===== src/rtl/ctrl_alu_pkg.sv =====
// Shared constants for the decode/execute stage: opcodes, funct codes,
// aluOp encodings and the 4-bit ALU control codes.
package ctrl_alu_pkg;

  // Opcodes (instruction[31:26])
  localparam logic [5:0] OP_RTYPE = 6'b000000;
  localparam logic [5:0] OP_LW    = 6'b100011;
  localparam logic [5:0] OP_SW    = 6'b101011;
  localparam logic [5:0] OP_BEQ   = 6'b000100;
  localparam logic [5:0] OP_J     = 6'b000010;

  // R-type funct codes (instruction[5:0])
  localparam logic [5:0] FN_ADD = 6'b100000;
  localparam logic [5:0] FN_SUB = 6'b100010;
  localparam logic [5:0] FN_AND = 6'b100100;
  localparam logic [5:0] FN_OR  = 6'b100101;
  localparam logic [5:0] FN_SLT = 6'b101010;
  localparam logic [5:0] FN_NOR = 6'b100111;

  // aluOp encodings from the main decoder
  localparam logic [1:0] ALUOP_ADD   = 2'b00;
  localparam logic [1:0] ALUOP_SUB   = 2'b01;
  localparam logic [1:0] ALUOP_FUNCT = 2'b10;

  // ALU control codes
  localparam logic [3:0] ALU_AND = 4'b0000;
  localparam logic [3:0] ALU_OR  = 4'b0001;
  localparam logic [3:0] ALU_ADD = 4'b0010;
  localparam logic [3:0] ALU_SUB = 4'b0110;
  localparam logic [3:0] ALU_SLT = 4'b0111;
  localparam logic [3:0] ALU_NOR = 4'b1100;
  localparam logic [3:0] ALU_BAD = 4'b1111;

endpackage


===== src/rtl/ctrl_alu_stage_alu_core.sv =====
// alu_core: purely combinational ALU. Add/sub wrap modulo 2^DATA_W,
// slt is signed, unknown codes produce 0 (and therefore zero=1).
module alu_core
  import ctrl_alu_pkg::*;
#(
  parameter int DATA_W = 32
) (
  input  logic [DATA_W-1:0] a,
  input  logic [DATA_W-1:0] b,
  input  logic [3:0]        alu_ctr,
  output logic [DATA_W-1:0] result,
  output logic              zero
);

  // Select the operation by control code
  always_comb begin
    result = '0;
    case (alu_ctr)
      ALU_AND: result = a & b;
      ALU_OR:  result = a | b;
      ALU_ADD: result = a + b;
      ALU_SUB: result = a - b;
      ALU_SLT: result = {{(DATA_W-1){1'b0}}, ($signed(a) < $signed(b))};
      ALU_NOR: result = ~(a | b);
      default: result = '0;
    endcase
  end

  assign zero = (result == '0);

endmodule


===== src/rtl/ctrl_alu_stage.sv =====
// ctrl_alu_stage: opcode decode, ALU control decode, ALU execute and an
// EX/MEM-style output register. Optional macro CTR_JUMP_EN enables decode
// of the jump opcode; without it that opcode behaves as any illegal one.
module ctrl_alu_stage
  import ctrl_alu_pkg::*;
#(
  parameter int DATA_W = 32
) (
  input  logic              clock_in,
  input  logic              reset,
  input  logic              enable,
  input  logic [5:0]        op_code,
  input  logic [5:0]        funct,
  input  logic [DATA_W-1:0] read_data1,
  input  logic [DATA_W-1:0] read_data2,
  input  logic [DATA_W-1:0] imm_ext,
  output logic              reg_dst,
  output logic              alu_src,
  output logic              mem_to_reg,
  output logic              reg_write,
  output logic              mem_read,
  output logic              mem_write,
  output logic              branch,
  output logic              jump,
  output logic [1:0]        alu_op,
  output logic [3:0]        alu_ctr,
  output logic [DATA_W-1:0] alu_res_q,
  output logic              zero_q,
  output logic              reg_write_q,
  output logic              mem_to_reg_q,
  output logic              branch_q,
  output logic              mem_read_q,
  output logic              mem_write_q
);

  logic [DATA_W-1:0] alu_b, alu_res;
  logic              alu_zero;
  logic [DATA_W-1:0] alu_res_d;
  logic              zero_d, reg_write_d, mem_to_reg_d, branch_d;
  logic              mem_read_d, mem_write_d;

  // Main control decode from opcode; illegal opcodes leave everything 0
  always_comb begin
    reg_dst    = 1'b0;
    alu_src    = 1'b0;
    mem_to_reg = 1'b0;
    reg_write  = 1'b0;
    mem_read   = 1'b0;
    mem_write  = 1'b0;
    branch     = 1'b0;
    jump       = 1'b0;
    alu_op     = ALUOP_ADD;
    case (op_code)
      OP_RTYPE: begin
        reg_dst   = 1'b1;
        reg_write = 1'b1;
        alu_op    = ALUOP_FUNCT;
      end
      OP_LW: begin
        alu_src    = 1'b1;
        mem_to_reg = 1'b1;
        reg_write  = 1'b1;
        mem_read   = 1'b1;
      end
      OP_SW: begin
        alu_src   = 1'b1;
        mem_write = 1'b1;
      end
      OP_BEQ: begin
        branch = 1'b1;
        alu_op = ALUOP_SUB;
      end
`ifdef CTR_JUMP_EN
      OP_J: jump = 1'b1;
`endif
      default: ;
    endcase
  end

  // ALU control from aluOp, consulting funct only for R-type
  always_comb begin
    alu_ctr = ALU_ADD;
    case (alu_op)
      ALUOP_ADD: alu_ctr = ALU_ADD;
      ALUOP_SUB: alu_ctr = ALU_SUB;
      ALUOP_FUNCT: begin
        case (funct)
          FN_ADD:  alu_ctr = ALU_ADD;
          FN_SUB:  alu_ctr = ALU_SUB;
          FN_AND:  alu_ctr = ALU_AND;
          FN_OR:   alu_ctr = ALU_OR;
          FN_SLT:  alu_ctr = ALU_SLT;
          FN_NOR:  alu_ctr = ALU_NOR;
          default: alu_ctr = ALU_BAD;
        endcase
      end
      default: alu_ctr = ALU_ADD;
    endcase
  end

  assign alu_b = alu_src ? imm_ext : read_data2;

  alu_core #(.DATA_W(DATA_W)) u_alu (
    .a       (read_data1),
    .b       (alu_b),
    .alu_ctr (alu_ctr),
    .result  (alu_res),
    .zero    (alu_zero)
  );

  // Next-state for the output register: advance on enable, else hold
  always_comb begin
    alu_res_d    = alu_res_q;
    zero_d       = zero_q;
    reg_write_d  = reg_write_q;
    mem_to_reg_d = mem_to_reg_q;
    branch_d     = branch_q;
    mem_read_d   = mem_read_q;
    mem_write_d  = mem_write_q;
    if (enable) begin
      alu_res_d    = alu_res;
      zero_d       = alu_zero;
      reg_write_d  = reg_write;
      mem_to_reg_d = mem_to_reg;
      branch_d     = branch;
      mem_read_d   = mem_read;
      mem_write_d  = mem_write;
    end
  end

  // EX/MEM register, cleared asynchronously by reset
  always_ff @(posedge clock_in or posedge reset) begin
    if (reset) begin
      alu_res_q    <= '0;
      zero_q       <= 1'b0;
      reg_write_q  <= 1'b0;
      mem_to_reg_q <= 1'b0;
      branch_q     <= 1'b0;
      mem_read_q   <= 1'b0;
      mem_write_q  <= 1'b0;
    end else begin
      alu_res_q    <= alu_res_d;
      zero_q       <= zero_d;
      reg_write_q  <= reg_write_d;
      mem_to_reg_q <= mem_to_reg_d;
      branch_q     <= branch_d;
      mem_read_q   <= mem_read_d;
      mem_write_q  <= mem_write_d;
    end
  end

endmodule


===== config.mk =====
export PLATFORM = sky130hd
export DESIGN_NAME = ctrl_alu_stage
export DESIGN_NICKNAME = d
export VERILOG_FILES = /design/src/rtl/ctrl_alu_pkg.sv /design/src/rtl/ctrl_alu_stage_alu_core.sv /design/src/rtl/ctrl_alu_stage.sv
export SDC_FILE = /design/constraint.sdc
export NUM_CORES = 1
export LEC_CHECK = 0
export CAP_MARGIN = 20
export CORE_ASPECT_RATIO = 1.5
export CORE_UTILIZATION = 43
export DETAILED_ROUTE_END_ITERATION = 16
export GPL_TIMING_DRIVEN = 0
export PLACE_DENSITY = 0.73
export SLEW_MARGIN = 0
export SYNTH_ARGS = -nofsm -noshare
export SYNTH_HDL_FRONTEND = slang
export SYNTH_SLANG_ARGS = --single-unit
export TNS_END_PERCENT = 100

===== constraint.sdc =====
create_clock -name clock_in -period 8.25 [get_ports clock_in]
set_input_delay 1.2375 -clock clock_in [delete_from_list [all_inputs] [get_ports clock_in]]
set_output_delay 1.2375 -clock clock_in [all_outputs]
set_load 0.02 [all_outputs]

==> results.py, run 1 <==
metrics = {
    "outcome": {
        "status": "complete, no violations",
    },
    "clock_tree": {
        "postCtsSetupBuffers": 0,
        "cts_buffers": 5,
        "cts_resized": 0,
        "cts_hold_buf": 0,
        "clk_pin_slew_ps": 60,
        "cts_root_buf": "clkbuf_16",
        "cts_num_sinks": 37,
        "tritoncts": "built",
        "cts_buffer_depth": 2,
        "cts_max_level": 2,
        "clk_latency_ps": 280,
    },
    "setup_path": {
        "crit_path_end_kind": "flop",
        "crit_top_cell": "o21ai_0",
        "critPathRequiredTime_ps": 8440,
        "cp.depth": 20,
        "reg2reg_slack_ps": 7450,
        "critical_path.max_stage_delay_ps": 650,
        "critPathKind": "in2reg",
        "slowest_stage": "clkbuf_1",
        "worst-r2r-cell-count": 1,
        "worstSetupEndpoint": "zero_q",
        "crit_path_max_fanout": 10,
        "worstReg2RegStart": "alu_res_q[16]",
        "critPathLaunch": "op_code[4]",
        "crit_chain": "clkdlybuf4s50_1 -> nand2b_1 -> nor3_1 -> clkbuf_1 -> mux2_2 -> ha_1 -> inv_1 -> fa_1 -> nor2b_1 -> o311ai_1 -> a31oi_1 -> a211o_1 -> a41o_1 -> a211oi_1 -> o21ai_0 -> a221oi_1 -> xnor2_1 -> o21ai_0 -> or4_1 -> o32ai_2",
        "crit_buf_inv": 3,
        "path_delay_family": "compound AO/OA/AOI/OAI gates",
        "critPathLaunchType": "input pin",
        "r2r-end": "alu_res_q[16]",
        "arrival_ps": 7870,
    },
    "yosys": {
        "synth_edf_count": 0,
        "synth_area_sq_mm": 0.006944,
        "synth_cell_types": 74,
        "synth_seq_cells": 37,
        "post-synth-top-area-cell": "ha_1",
        "syn_avg_cell_area_sq_um": 7.411,
        "synthCells": 937,
        "synth.top_cell.area_share_pct": 19.28,
        "ys_seq_area_share_pct": 13.33,
        "synth_warnings": 0,
        "synthesis.nets": 1157,
        "ys_top_cells_by_area": "ha_1, dfrtp_1, a21oi_1, mux2_2, inv_1",
        "synthArstFlopShare_pct": 100.0,
        "synthFlopType": "dfrtp_1",
    },
    "timing": {
        "post-route-period-util_pct": 93.12,
        "worst_pin_slew_ps": 895.8,
        "hold_viol_final": 0,
        "fin_crit_ps": 7683,
        "tns_ps": 0,
        "slew_violations": 0,
        "skew_ps": 0,
        "setup_ws_ps": 567.2,
        "grt_setup_unrepaired": "false",
        "clock.fmax_mhz": 130.2,
        "hold_slack_ps": 501.0,
        "setup_viol": 0,
        "slew_headroom_pct": 38.74,
    },
    "pwr": {
        "peakVddDrop_v": 0.00008035,
        "p_total_mw": 1.038,
        "leakagePower_nw": 3.942,
        "power_density_mw_per_mm2": 116.0,
    },
    "final_layout": {
        "area_delta_synth_final_pct": 28.94,
        "drive_gt1_share_pct": 6.872,
        "num_antenna_cells": 0,
        "fillCellCount": 1554,
        "mostFrequentLayoutCell": "clkdlybuf4s50_1",
        "stdcell_count": 1309,
        "layout_common_cells": "clkdlybuf4s50_1, ha_1, a21oi_1",
        "seq_area_sq_um": 925.9,
        "fin_area_sq_mm": 0.008954,
        "post-route-util_pct": 57.05,
        "multi_input_area_sq_mm": 0.005400,
        "fin_nets": 1325,
    },
    "detailed_routing": {
        "finalWirelength_mm": 25.56,
        "firstDrtPassIters": 5,
        "vias": 7834,
        "wl_per_cell_um": 19.52,
        "vias_per_cell": 5.985,
        "drt_iter0_drc": 581,
        "drc": 0,
        "postRouteAntennaNets": 0,
    },
    "floorplan": {
        "die_area_sq_mm": 0.01667,
        "initial_core_util_pct": 44.24,
        "rows": 56,
        "chipWidth_um": 105.8,
        "coreArea_sq_mm": 0.01570,
        "ioPinCount": 163,
        "fp.dieH_um": 157.6,
    },
    "grt": {
        "overflow": 0,
        "grt_pass1_vias": 7538,
        "grt_max_degree": 25,
        "antenna_found_initial": 0,
        "track_usage_pct": 30.23,
        "grt_pass1_wl_mm": 39.51,
    },
    "hold_path": {
        "hold_class": "reg2reg",
    },
    "place": {
        "dpl_cell_area_sq_mm": 0.008815,
        "dp_slack_ps": 298.0,
        "port_buffers": 159,
        "gp_congestion": 0.9635,
        "dp_hpwl_mm": 20.74,
        "dp.cells": 1301,
    },
    "run": {
        "maxCapViolCount": 0,
    },
}
state kept, by name, indices dropped and copies added (netlist names):
signal	count
alu_res_q	32
branch_q	1
mem_read_q	1
mem_write_q	1
reg_write_q	1
zero_q	1
final cells by class:
class | count | area share, %
multi-input combinational | 745 | 60.31
clock buffer | 6 | 1.439
sequential | 37 | 10.34
clock inverter | 2 | 0.1118
inverter | 103 | 4.318
timing repair buffer | 161 | 18.05
buffer | 52 | 2.585
tap | 203 | 2.837
cell families (layout without fill, tap and decap cells):
kind of cell / count (synthesis) / in the layout / synth area share [%]
AOI/OAI and AO/OA: 299 / 299 / 28.41
xor gates and xnor gates: 34 / 34 / 4.288
adders and majority gates: 109 / 109 / 19.86
buffers and inverters: 155 / 324 / 8.901
DFF: 37 / 37 / 13.33
muxes: 52 / 52 / 8.288
other: 1 / 1 / 0.05400
and+or+nand+nor: 250 / 250 / 16.87
where the power goes:
group | leakage [nW] | switching, mW | internal [mW] | total [mW]
clock | 0.0706 | 0.0716 | 0.111 | 0.182
sequential | 0.430 | 0.0257 | 0.216 | 0.242
combinational | 3.44 | 0.348 | 0.266 | 0.614
total | 3.94 | 0.445 | 0.593 | 1.04
Yosys cell counts, drive strengths merged, types with 4 or more instances:
library cell    n
o311ai          5
nor2          100
xnor2          28
nand2          55
ha            107
a21o            6
mux2i           8
dfrtp          37
o21ai          56
and2            5
nor3           22
o211ai          8
nand4          12
nor2b           8
a31oi           9
mux2           44
or2             4
inv           103
o41ai           5
clkbuf         39
nor4            7
nand3          11
a221o          10
a221oi         18
xor2            6
buf            13
o31ai          16
a21oi         106
nand2b          8
o21a            8
a211oi         11
worst min path at each step:
stage                             start       endpoint  cells past startpoint
after floorplan            alu_res_q[3]   alu_res_q[3]                      2
after global placement     alu_res_q[3]   alu_res_q[3]                      2
after detailed placement   alu_res_q[3]   alu_res_q[3]                      2
after CTS                  alu_res_q[3]   alu_res_q[3]                      2
after global routing       alu_res_q[5]   alu_res_q[5]                      1
final                     alu_res_q[10]  alu_res_q[10]                      1
metal layers:
metal  GRT usage (%)  vias to the layer above  routed length [um]
li1                -                     3697                   -
met1           33.65                     3660                9349
met2           56.52                      391               13130
met3           2.717                       86                1645
met4           16.07                        0                1429
met5               0                        -                   0
No activity file was read; power rests on OpenSTA's default activity.
==> run 2, diff against run 1 <==
--- a/config.mk
+++ b/config.mk
@@ -5,12 +5,14 @@
 export SDC_FILE = /design/constraint.sdc
 export NUM_CORES = 1
 export LEC_CHECK = 0
+export ABC_CLOCK_PERIOD_IN_PS = 8250
 export CAP_MARGIN = 20
 export CORE_ASPECT_RATIO = 1.5
 export CORE_UTILIZATION = 43
 export DETAILED_ROUTE_END_ITERATION = 16
 export GPL_TIMING_DRIVEN = 0
 export PLACE_DENSITY = 0.73
+export SKIP_LAST_GASP = 1
 export SLEW_MARGIN = 0
 export SYNTH_ARGS = -nofsm -noshare
 export SYNTH_HDL_FRONTEND = slang
==> results of run 2 <==
Final layout, timing and power as in run 1 (identical DEF).
==> run 3, diff against run 2 <==
--- a/config.mk
+++ b/config.mk
@@ -5,13 +5,14 @@
 export SDC_FILE = /design/constraint.sdc
 export NUM_CORES = 1
 export LEC_CHECK = 0
-export ABC_CLOCK_PERIOD_IN_PS = 8250
+export ABC_CLOCK_PERIOD_IN_PS = 9900
 export CAP_MARGIN = 20
 export CORE_ASPECT_RATIO = 1.5
 export CORE_UTILIZATION = 43
 export DETAILED_ROUTE_END_ITERATION = 16
 export GPL_TIMING_DRIVEN = 0
 export PLACE_DENSITY = 0.73
+export SKIP_CTS_REPAIR_TIMING = 1
 export SKIP_LAST_GASP = 1
 export SLEW_MARGIN = 0
 export SYNTH_ARGS = -nofsm -noshare
==> constraint.sdc (replaced) <==
create_clock -name clock_in -period 9.9 [get_ports clock_in]
set_input_delay 1.485 -clock clock_in [delete_from_list [all_inputs] [get_ports clock_in]]
set_output_delay 1.485 -clock clock_in [all_outputs]
set_load 0.05 [all_outputs]
==> results of run 3 <==
The final DEF is identical to that of run 1. Status: complete, no violations.
Among the figures that moved: setup slack after placement 298.0 ps -> 1700 ps; setup slack after layout 567.2 ps -> 1970 ps; register-to-register setup slack 7450 ps -> 9100 ps; total power 1.038 mW -> 0.9335 mW; worst IR drop on VDD 0.00008035 V -> 0.00007607 V
